<file path="src/rtl/prio_encoder_arb.sv">
// Registered priority encoder / arbiter: N-bit request vector in, winner index,
// one-hot grant and multi-request flag out behind a valid/ready handshake.
module prio_encoder_arb #(
  parameter int unsigned N    = 8,
  parameter int unsigned W    = $clog2(N),
  parameter int unsigned MODE = 0
) (
  input  logic         clk,
  input  logic         rst,
  input  logic [N-1:0] req,
  input  logic         out_ready,
  output logic         out_valid,
  output logic [W-1:0] out_idx,
  output logic [N-1:0] out_onehot,
  output logic         out_multi
);

  logic [W-1:0] ptr;
  logic [W-1:0] sel;
  logic         hit;
  logic         load;
  int unsigned  j;

  assign load = !out_valid || out_ready;

  // Round-robin search visits ptr-1, ptr-2, ..., ptr (mod N); first set bit wins.
  always_comb begin
    sel = '0;
    hit = 1'b0;
    j   = 0;
    if (MODE == 0) begin
      for (int unsigned i = 0; i < N; i++) begin
        if ((req & (N'(1) << i)) != '0) begin
          sel = W'(i);
          hit = 1'b1;
        end
      end
    end else begin
      for (int unsigned k = 1; k <= N; k++) begin
        j = (32'(ptr) + N - k) % N;
        if (!hit && ((req & (N'(1) << j)) != '0)) begin
          sel = W'(j);
          hit = 1'b1;
        end
      end
    end
  end

  always_ff @(posedge clk) begin
    if (rst) begin
      out_valid  <= 1'b0;
      out_idx    <= '0;
      out_onehot <= '0;
      out_multi  <= 1'b0;
      ptr        <= '0;
    end else if (load) begin
      out_valid  <= hit;
      out_idx    <= hit ? sel : '0;
      out_onehot <= hit ? (N'(1) << sel) : '0;
      out_multi  <= hit && ($countones(req) > 1);
      if ((MODE != 0) && hit) begin
        ptr <= sel;
      end
    end
  end

endmodule

</file>
<file path="config.mk">
export PLATFORM = sky130hd
export DESIGN_NAME = prio_encoder_arb
export DESIGN_NICKNAME = d
export VERILOG_FILES = /design/src/rtl/prio_encoder_arb.sv
export SDC_FILE = /design/constraint.sdc
export NUM_CORES = 1
export LEC_CHECK = 0
export BUFFER_PORTS_ARGS = -buffer_cell sky130_fd_sc_hd__buf_2
export CORE_UTILIZATION = 45
export CTS_CLUSTER_DIAMETER = 120
export DETAILED_ROUTE_END_ITERATION = 10
export PLACE_DENSITY = 0.71
export SYNTH_ARGS = -nofsm -noshare
export SYNTH_HDL_FRONTEND = slang
export SYNTH_SLANG_ARGS = --single-unit
</file>
<file path="constraint.sdc">
create_clock -name clk -period 5.11 [get_ports clk]
set_input_delay 0 -clock clk [delete_from_list [all_inputs] [get_ports clk]]
set_output_delay 0 -clock clk [all_outputs]
set_load 0.01 [all_outputs]
</file>
* Word level (Yosys, flattened, before mapping)
Cells that the tools add are included.
** Operators by class
- $add $sub $neg :: 7
- $lt $le $gt $ge :: 1
- Shift operators :: 1
- Reductions and logical operators :: 3
- Mux-type cells :: 17
** Operators by type and width (number)
- $mux W3 :: 5
- $mux W1 :: 9
- $add A1 B1 Y2 :: 4
- $mux W8 :: 1
- $shl A1 B3 Y8 const A :: 1
- $add A2 B2 Y3 :: 2
- $add A3 B3 Y4 :: 1
- $gt A4 B1 Y1 const B :: 1
- $mux W2 :: 2
- $logic_and A1 B1 Y1 :: 1
- $logic_not A1 Y1 :: 1
- $logic_or A1 B1 Y1 :: 1
** Storage, ports and cells
- Logic and storage cells :: 33
- Register bits :: 13
- Input bits :: 11

* Logic depth before layout (Yosys ltp)
- Depth in word-level cells :: 9
- Depth in mapped cells :: 12

* Least setup slack after synthesis
No wires, ideal clock.
- Path kind :: in2reg
- From :: input port req[6]
- To :: register out_multi
- Required time :: 4986 ps
- Stages on the path :: 9
- Setup time :: 124 ps
- Path slack :: 2846 ps
- Arrival :: 2140 ps
- Path buffers :: 0
- Cells stage by stage :: ha_1 > fa_1 > fa_1 > ha_1 > inv_1 > fa_1 > nand3b_1 > a22oi_1 > nor2_1
** On the way
- Word-level cells in the longest chain between the ends :: 5
- Elaborated cells between the ends (all ways) :: 7
- Those cells by class :: add/sub (3); order compare (1); mux (2); reduce/logical (1)
** RTL lines
- from (decl) :: line 10 : input logic [N-1:0] req,
- $add A1 B1 Y2 (not written as such) :: line 60 : out_multi <= hit && ($countones(req) > 1);
- $add A2 B2 Y3 (not written as such) :: line 60
- $add A3 B3 Y4 (not written as such) :: line 60
- $gt A4 B1 Y1 :: line 60
- $logic_and A1 B1 Y1 * :: line 60
- to (signal assigned) :: line 60
- to (decl) :: line 15 : output logic out_multi
Mark *: on every way between the ends. The rest lies on a longest branch, timed or not.
A chain may end at the register's enable or synchronous reset.

* Final worst setup path
Ends and elaborated chain as after synthesis.

==> out/metrics.yaml <==
outcome:
  status: "finished, final reports clean"
worst_setup_path:
  crit_buf_inv: 2
  r2r_setup_slack_ns: 3.51
  critical_path.max_fanout: 5
  critPathSlowestCell: "fa_1"
  cp.required_ns: 5.27
  worst-path-stages: 10
  path_cells: "buf_2 -> ha_1 -> fa_1 -> fa_1 -> ha_1 -> inv_1 -> fa_1 -> nand3b_1 -> a22oi_1 -> nor2_1"
  worstReg2RegEnd: "out_onehot[0]$_SDFFE_PP0P_"
  cp_top_family: "adder cells"
  cp-end-kind: "flip-flop"
  cp_common_cell: "fa_1"
  start_kind: "input pin"
  r2r-start: "out_valid$_SDFFE_PP0P_"
  r2r_cells: 4
  path_class: "input pin to flip-flop"
  worstPathArrival_ns: 2.38
  cpPeakStageDelay_ns: 0.56
clock_network:
  numCtsBuffers: 3
  cts_max_level: 1
  cts-resized-gates: 0
  clock-sinks: 13
  cts_setup_buffers: 0
  clk_pin_slew_worst_paths_ns: 0.07
  insertion_delay_ns: 0.27
  cts_tree: "done"
  clockRootBuffer: "clkbuf_4"
  cts_buffer_depth: 2
floorplan:
  io_pins: 24
  start_util_pct: 48.0
  coreArea_sq_um: 1730
  dieArea_sq_um: 2020
  die_h_um: 44.9
  die_x_um: 44.9
  fp-row-count: 15
sta:
  hold_viol_final: 0
  finClkSkew_ns: 0.00261
  fin_crit_sh_pct: 43.4
  setup_ws_ns: 2.89
  rsz0062_at_grt: "false"
  max_freq_mhz: 451
  hold_slack_ns: 0.110
  fin_crit_ns: 2.22
  setup_viol: 0
  timing.final.max_slew_violations: 0
  final.setup.tns_ns: 0
  slew_headroom_pct: 52.6
  tightest_slew_ns: 0.710
layout:
  antennaDiodeCount: 0
  final_layout_size_suffix_gt1_share_pct: 24.4
  area_growth_pct: 21.0
  final_core_utilization_pct: 58.0
  most-common-layout-cells: "23 x buf_2, 15 x inv_1, 13 x dfxtp_1"
  final_nets: 144
  final_common_cell: "buf_2"
detailed_routing:
  dr.pass1.iters: 4
  wirelength_um: 1590
  drt_drc_violations_left: 0
  detail_route.iter0.violations: 12
  routed_via_density: 5.06
  vias: 729
  drt-wirelength-per-cell_um: 11.1
  ant_nets: 0
global_route:
  grt_max_degree: 10
  use_met1_pct: 20.8
  grtUsageTotal_pct: 17.3
  antenna_found_initial: 0
  grt_pass1_wl_um: 2530
  use_met3_pct: 3.60
  grt_use_met2_pct: 30.6
  grt_pass1_vias: 638
  busiest_layer: "met2"
  overflow: 0
synthesis:
  avgSynthCellArea_sq_um: 8.91
  ys_seq_elements: 13
  syn-num-nets: 117
  synthCells: 93
  yosysWarnings: 0
  netlist_area_sq_um: 828
  synthDistinctLibCells: 26
  ys_seq_area_share_pct: 31.4
pwr:
  powerDensity_nw_per_um2: 235
  internal-power_w: 0.000166
  swShare_pct: 29.9
  total_power_w: 0.000236
  ir_worst_vdd_uv: 89.8
  combinationalPowerShare_pct: 27.5
  power.net_switching_w: 0.0000705
  clkPwrFrac_pct: 25.8
  seq_power_share_pct: 46.7
  leakagePower_nw: 0.495
placed_design:
  post-place-ws_ns: 2.58
  gp_congestion: 0.787
  port_buffers: 23
  place_hpwl_um: 1370
worst_hold_path:
  hold_path_class: "input pin to flip-flop"
  min_from: "out_ready"
  min_to: "out_valid$_SDFFE_PP0P_"
  whs_path_depth: 3
job:
  cap_violations: 0
==> flip-flops by register name, indices dropped and copies added (netlist names) <==
signal / cells
out_valid: 1
out_multi: 1
out_idx: 3
out_onehot: 8
==> tightest hold or removal path: stages <==
cell	delay (ns)
buf_2	0.08
nand2b_1	0.13
a41oi_1	0.11
==> power groups by stage <==
stage                      Clock, W  Sequential, W  Combinational, W
after floorplan                   0       0.000116         0.0000395
after global placement            0       0.000113         0.0000619
after detailed placement          0       0.000113         0.0000655
after CTS                 0.0000631       0.000110         0.0000667
after global routing      0.0000676       0.000111         0.0000755
final                     0.0000608       0.000110         0.0000650
==> how the worst max path moves through the flow <==
stage,slack (ns),to,start
after floorplan,2.85,out_multi$_SDFFE_PP0P_,req[6]
after global placement,2.68,out_multi$_SDFFE_PP0P_,req[6]
after detailed placement,2.58,out_multi$_SDFFE_PP0P_,req[6]
after CTS,2.87,out_multi$_SDFFE_PP0P_,req[6]
after global routing,2.76,out_multi$_SDFFE_PP0P_,req[6]
final,2.89,out_multi$_SDFFE_PP0P_,req[6]
==> area by class of cell <==
| type | instances | area [sq um] |
|---|---|---|
| Timing Repair Buffer | 24 | 125 |
| Multi-Input combinational cell | 63 | 503 |
| Fill cell | 174 | 724 |
| Tap cell | 25 | 31.3 |
| Clock buffer | 4 | 26.3 |
| Sequential cell | 13 | 260 |
| Inverter | 15 | 56.3 |
==> per-layer routing <==
layer | share of wire (%) | vias up | wire length [um]
met5 | 0 | - | 0
met4 | 0.88 | 0 | 14
met3 | 3.8 | 3 | 61
met2 | 50 | 21 | 794
met1 | 45 | 341 | 723
li1 | - | 364 | -
==> Yosys cell counts (all sizes together) <==
cell | number | area share (%)
o31ai | 1 | 0.91
o311a | 1 | 1.2
nand3 | 6 | 3.6
a22oi | 2 | 1.8
nor2b | 1 | 0.76
ha | 9 | 14
a32o | 2 | 2.4
buf | 1 | 0.60
a211oi | 1 | 0.91
nand2 | 7 | 3.2
a31oi | 1 | 2.6
a41oi | 1 | 1.1
a21oi | 3 | 1.8
nand2b | 2 | 1.5
fa | 4 | 9.7
o21ai | 9 | 5.4
inv | 15 | 6.8
nor4 | 1 | 2.6
or3 | 1 | 0.76
nor2 | 6 | 2.7
dfxtp | 13 | 31
clkbuf | 1 | 0.45
and2 | 3 | 2.4
o21bai | 1 | 0.91
nand3b | 1 | 0.91
==> through the flow <==
stage | instances | cell area (sq um)
after floorplan | 93 | 828
final | 144 | 1000
after global routing | 144 | 1000
after global placement | 139 | 966
after CTS | 144 | 1000
after detailed placement | 139 | 966
==> timing repair <==
item | CTS | global route
setup endpoints to repair | 0 | 0
hold endpoints to repair | 2 | 0
hold buffers | 1 | 0
==> logic make-up after synthesis <==
kind of cell / count (synthesis) / synth area share [%]
flip-flops: 13 / 31.4
buffers and inverters: 17 / 7.85
AND/OR/NAND/NOR: 28 / 18.4
adder cells (fa/ha/maj): 13 / 23.3
AO/OA/AOI/OAI: 22 / 19.0
(Power assumes the default switching activity.)
